**src/rtl/mem_arb_pkg.sv**
```systemverilog
// mem_arb_pkg: shared state encoding and requester IDs for mem_arbiter
package mem_arb_pkg;
    typedef enum logic [1:0] {
        IDLE   = 2'd0,
        ACCESS = 2'd1,
        RDATA  = 2'd2,
        DONE   = 2'd3
    } state_e;
    localparam logic REQ_CPU = 1'b0;
    localparam logic REQ_AUX = 1'b1;
endpackage

```
**src/rtl/mem_arbiter_rr_pick2.sv**
```systemverilog
// rr_pick2: combinational two-way round-robin pick favouring the requester not granted last
module rr_pick2
    import mem_arb_pkg::*;
(
    input  logic [1:0] req_i,
    input  logic       last_gnt_i,
    output logic       valid_o,
    output logic       gnt_o
);
    assign valid_o = |req_i;
    assign gnt_o   = &req_i ? ~last_gnt_i : (req_i[REQ_AUX] ? REQ_AUX : REQ_CPU);
endmodule

```
**src/rtl/mem_arbiter.sv**
```systemverilog
// mem_arbiter: two-requester round-robin arbiter sequencing a single registered-read memory port
module mem_arbiter
    import mem_arb_pkg::*;
#(
    parameter int ADDR_W = 16,
    parameter int DATA_W = 8
) (
    input  logic              clk,
    input  logic              rst,
    input  logic              m0_req,
    input  logic              m0_we,
    input  logic [ADDR_W-1:0] m0_addr,
    input  logic [DATA_W-1:0] m0_wdata,
    output logic              m0_ack,
    output logic [DATA_W-1:0] m0_rdata,
    input  logic              m1_req,
    input  logic              m1_we,
    input  logic [ADDR_W-1:0] m1_addr,
    input  logic [DATA_W-1:0] m1_wdata,
    output logic              m1_ack,
    output logic [DATA_W-1:0] m1_rdata,
    output logic [ADDR_W-1:0] mem_addr,
    output logic [DATA_W-1:0] mem_in_data,
    output logic              mem_ce,
    output logic              mem_w,
    output logic              mem_r,
    output logic              mem_oe,
    input  logic [DATA_W-1:0] mem_out_data,
    output logic              busy,
    output logic              gnt_id
);
    state_e            state_q, state_d;
    logic              last_gnt_q, gnt_id_q, we_q;
    logic              pick_valid, pick_id, grant, win_we;
    logic [ADDR_W-1:0] win_addr, mem_addr_q;
    logic [DATA_W-1:0] win_wdata, mem_in_data_q, m0_rdata_q, m1_rdata_q;
    logic              mem_ce_q, mem_w_q, mem_r_q, mem_oe_q, m0_ack_q, m1_ack_q, busy_q;

    rr_pick2 u_pick (
        .req_i      ({m1_req, m0_req}),
        .last_gnt_i (last_gnt_q),
        .valid_o    (pick_valid),
        .gnt_o      (pick_id)
    );

    assign grant     = (state_q == IDLE) && pick_valid;
    assign win_we    = pick_id ? m1_we : m0_we;
    assign win_addr  = pick_id ? m1_addr : m0_addr;
    assign win_wdata = pick_id ? m1_wdata : m0_wdata;

    always_comb begin
        state_d = state_q;
        case (state_q)
            IDLE:    state_d = pick_valid ? ACCESS : IDLE;
            ACCESS:  state_d = we_q ? DONE : RDATA;
            RDATA:   state_d = DONE;
            default: state_d = IDLE;
        endcase
    end

    // Strobes are computed from the next state so every output comes straight from a flop.
    always_ff @(posedge clk) begin
        if (rst) begin
            state_q       <= IDLE;
            last_gnt_q    <= REQ_AUX;
            gnt_id_q      <= REQ_CPU;
            we_q          <= 1'b0;
            mem_addr_q    <= '0;
            mem_in_data_q <= '0;
            m0_rdata_q    <= '0;
            m1_rdata_q    <= '0;
            mem_ce_q      <= 1'b0;
            mem_w_q       <= 1'b0;
            mem_r_q       <= 1'b0;
            mem_oe_q      <= 1'b0;
            m0_ack_q      <= 1'b0;
            m1_ack_q      <= 1'b0;
            busy_q        <= 1'b0;
        end else begin
            state_q <= state_d;
            if (grant) begin
                gnt_id_q      <= pick_id;
                last_gnt_q    <= pick_id;
                we_q          <= win_we;
                mem_addr_q    <= win_addr;
                mem_in_data_q <= win_wdata;
            end
            if (state_q == RDATA && gnt_id_q == REQ_CPU) m0_rdata_q <= mem_out_data;
            if (state_q == RDATA && gnt_id_q == REQ_AUX) m1_rdata_q <= mem_out_data;
            mem_ce_q <= (state_d == ACCESS) || (state_d == RDATA);
            mem_w_q  <= grant && win_we;
            mem_r_q  <= grant && !win_we;
            mem_oe_q <= state_d == RDATA;
            m0_ack_q <= (state_d == DONE) && (gnt_id_q == REQ_CPU);
            m1_ack_q <= (state_d == DONE) && (gnt_id_q == REQ_AUX);
            busy_q   <= state_d != IDLE;
        end
    end

    assign mem_addr    = mem_addr_q;
    assign mem_in_data = mem_in_data_q;
    assign mem_ce      = mem_ce_q;
    assign mem_w       = mem_w_q;
    assign mem_r       = mem_r_q;
    assign mem_oe      = mem_oe_q;
    assign m0_ack      = m0_ack_q;
    assign m1_ack      = m1_ack_q;
    assign m0_rdata    = m0_rdata_q;
    assign m1_rdata    = m1_rdata_q;
    assign busy        = busy_q;
    assign gnt_id      = gnt_id_q;
endmodule
```
**config.mk**
```make
export PLATFORM = sky130hd
export DESIGN_NAME = mem_arbiter
export DESIGN_NICKNAME = d
export VERILOG_FILES = /design/src/rtl/mem_arb_pkg.sv /design/src/rtl/mem_arbiter_rr_pick2.sv /design/src/rtl/mem_arbiter.sv
export SDC_FILE = /design/constraint.sdc
export NUM_CORES = 1
export LEC_CHECK = 0
export CORE_UTILIZATION = 25
export DETAILED_ROUTE_END_ITERATION = 8
export GPL_TIMING_DRIVEN = 0
export PLACE_DENSITY = 0.55
export SLEW_MARGIN = 5
export SYNTH_ARGS = -nofsm -noshare
export SYNTH_HDL_FRONTEND = slang
export SYNTH_SLANG_ARGS = --single-unit
```
**constraint.sdc**
```tcl
create_clock -name clk -period 1.68 [get_ports clk]
set_clock_uncertainty 0.15 [all_clocks]
set_input_delay 0.252 -clock clk [delete_from_list [all_inputs] [get_ports clk]]
set_output_delay 0.252 -clock clk [all_outputs]
set_load 0.02 [all_outputs]
```
==> results.md <==
* CP endpoint kind: output pin
* Pre-CTS setup slack at -420 ps
* Worst IR Drop VDD at about 0.00056 V
* DRT iter0 DRCs at 23
* Post-synth top area cell: dfxtp_1
* Largest net degree at the start of global routing at 18
* Final setup vio count at 0
* Worst min-delay path category: primary input to flop
* Worst skew pair latency at around 310 ps
* Mean post-synth cell area at between 8 and 9 µm²
* Internal at approximately 3.6 mW
* Root buf cell: clkbuf_8
* Yosys top cell area share at 48.3%
* PD cells at 1600 mW/mm²
* Sink Count at 52
* Initial antenna violation count at 0
* Final Hold Viols at 0
* Critical Path Fanout Max at 1
* FP Rows at 33
* CTS max path bufs at 2
* Slowest stage cell, crit path: clkdlybuf4s50_1
* Net Sw Frac at between 30% and 40%
* Worst rel slew slack at a little under 60%
* Antenna diodes at 0
* Slew Limit Fails at 0
* Lkg Pwr at ~1.8 nW
* Vias in the first global route at a little over 2000
* Final wirelength at 6.42 mm
* Min cycle time layout at between 1500 and 2000 ps
* Synth warn at 0
* Status: completed
* I/O Pins at 110
* Synth unique cells at 28
* Startpoint Class: flop
* Synth Cell Area at 0.00216 mm²
* Layout area overhead at 69.1%
* Worst setup slack after layout at between 40 and 50 ps
* H-tree levels at 2
* GR Util All Layers at between 10 and 15%
* Die W at between 90 and 100 µm
* Max stage delay on crit path at 610 ps
* I/O Buffers at roughly 110
* CP cell instances: clkdlybuf4s50_1
* Total net switching power at about 2.3 mW
* Critical path's top delay family: buffers and inverters
* Commonest cells after routing, fill and taps aside: clkdlybuf4s50_1 (63), dfxtp_1 (50), nand2_1 (49)
* Fmax at 611 MHz
* Filler cells at approximately 860
* WL per Instance at between 10 and 15 µm
* EDFF count, synth at 0
* Commonest non-fill, non-tap cell in the layout: clkdlybuf4s50_1
* First-pass GRT wire length at approximately 10 mm
* Seq pwr share at a little under a third
* Drc violations at 0
* Detail Route Antenna Nets at 0
* Worst path arrival time at ~1200 ps
* CTS Hold Buffers Added at 0
* CP Class: flop to output pin
* Worst path required time at about 1300 ps
* Number of nets in the layout at around 440
* Share of cells above drive strength 1 at between 10% and 20%
* Core area at 0.00830 mm²
* RSZ-0062 raised after global routing: yes
* Hpwl dp at roughly 4.6 mm
* Worst-Margin Slew at roughly 620 ps
* Combinational group share of total power at 50.6%
* Synth Flop Type: dfxtp_1
* Clk slew on worst S/H paths at roughly 100 ps
* Gpl congestion at slightly below 0.8
* CP Buf/Inv Count at 1
* Clock power frac at roughly 18%
* Mapped Nets at ~320
* Starting Density at approximately a quarter
* Final period util at around 97%
* Max-Cap Viols at 0
* Vias per std cell at approximately 4.5
* Syn Inst Count at between 200 and 300
* Remaining Overflow, GRT at 0
* Length of the first detailed-routing pass in iterations at 4
* Register area share after synthesis at 48.3%
* TritonCTS buffer count at 5
* Synth area leaders: dfxtp_1 (48%), a21oi_1 (9.7%), nand2_1 (8.5%), a211oi_1 (7.7%), nor2_1 (5.0%)
* CTS tree: built
* Asr flop ratio synth at 0%
* Vias post-DR at 2158
* Die area at approximately 0.009 mm²
* Die Span Y at approximately 95 µm
* Yosys reg bits at 52
* Layout Utilization at 43.9%
-- cells by family after synthesis --
kind of cell,share of synthesized area [%]
buffers and inverters,6.21
AND/OR/NAND/NOR,18.4
flip-flops,48.3
AO/OA/AOI/OAI,22.6
multiplexers,0.464
adder cells (fa/ha/maj),4.06
-- stage by stage --
step | hold WS (ps) | setup TNS (ps) | instances | instance area, µm² | power (mW)
floorplan | 238 | 0 | 253 | 2170 | 3.53
global placement | 293 | -9350 | 466 | 3380 | 4.68
detailed placement | 299 | -9860 | 466 | 3380 | 4.71
CTS | 151 | 0 | 478 | 3540 | 5.81
global route | 173 | -57.3 | 480 | 3650 | 6.23
finish | 143 | 0 | 480 | 3650 | 5.82
-- path summary, 6_finish.rpt --
kind          startpoint     endpoint  slack [ps]  depth (start not counted)
max                mem_w        mem_w          40                          1
min                  rst       mem_oe         140                          2
max reg2reg   state_q[0]       mem_oe          50                          8
min reg2reg  m1_rdata[1]  m1_rdata[1]         310                          2
-- synth_stat cells (2+ instances only) --
library cell	instances
dfxtp_1	52
nand2_1	49
a21oi_1	42
nor2_1	29
a211oi_1	22
clkbuf_1	10
nand3_1	8
ha_1	7
buf_4	5
inv_1	4
a211oi_2	3
buf_6	3
nor2b_1	3
buf_2	2
-- routing by layer --
metal	routed length (µm)	vias up	track usage, %
met5	0	-	0
met4	71	0	4.17
met3	363	5	3.95
met2	3120	56	24.5
met1	2870	995	18.2
li1	-	1102	-
-- registers in the layout (all words and copies together), names as in the netlist --
name and flops:
mem_ce 1, mem_addr 16, m0_rdata 8, mem_r 1, mem_oe 1, we_q 1, busy 1, mem_in_data 8
last_gnt_q 1, m1_ack 1, gnt_id 1, m0_ack 1, state_q 2, mem_w 1, m1_rdata 8
-- what timing repair did --
action                                  4_1_cts  5_1_grt
setup buffers                                 4        2
pin swaps                                     1        4
hold endpoints to repair                      0        0
resized for setup                            30       31
endpoints found under the setup margin       47       33
-- area by class of cell --
type	count	area, µm²	share of cell area [%]
plain buffers	20	129	3.53
clock buffers	5	68.8	1.89
clock inverters	3	68.8	1.89
inverters	4	17.5	0.480
multi-input cells	177	1040	28.4
flip-flops and latches	52	1040	28.6
well taps	105	131	3.60
repair buffers	114	1150	31.6
-- power by group through the flow --
stage	registers (mW)	logic (mW)	clock network [mW]
2_1_floorplan	2.25	1.28	0
3_3_place_gp	1.84	2.84	0
3_5_place_dp	1.84	2.87	0
4_1_cts	1.82	2.91	1.08
5_1_grt	1.88	3.21	1.14
6_report	1.82	2.95	1.05
Power figures use the tool's default switching activity.
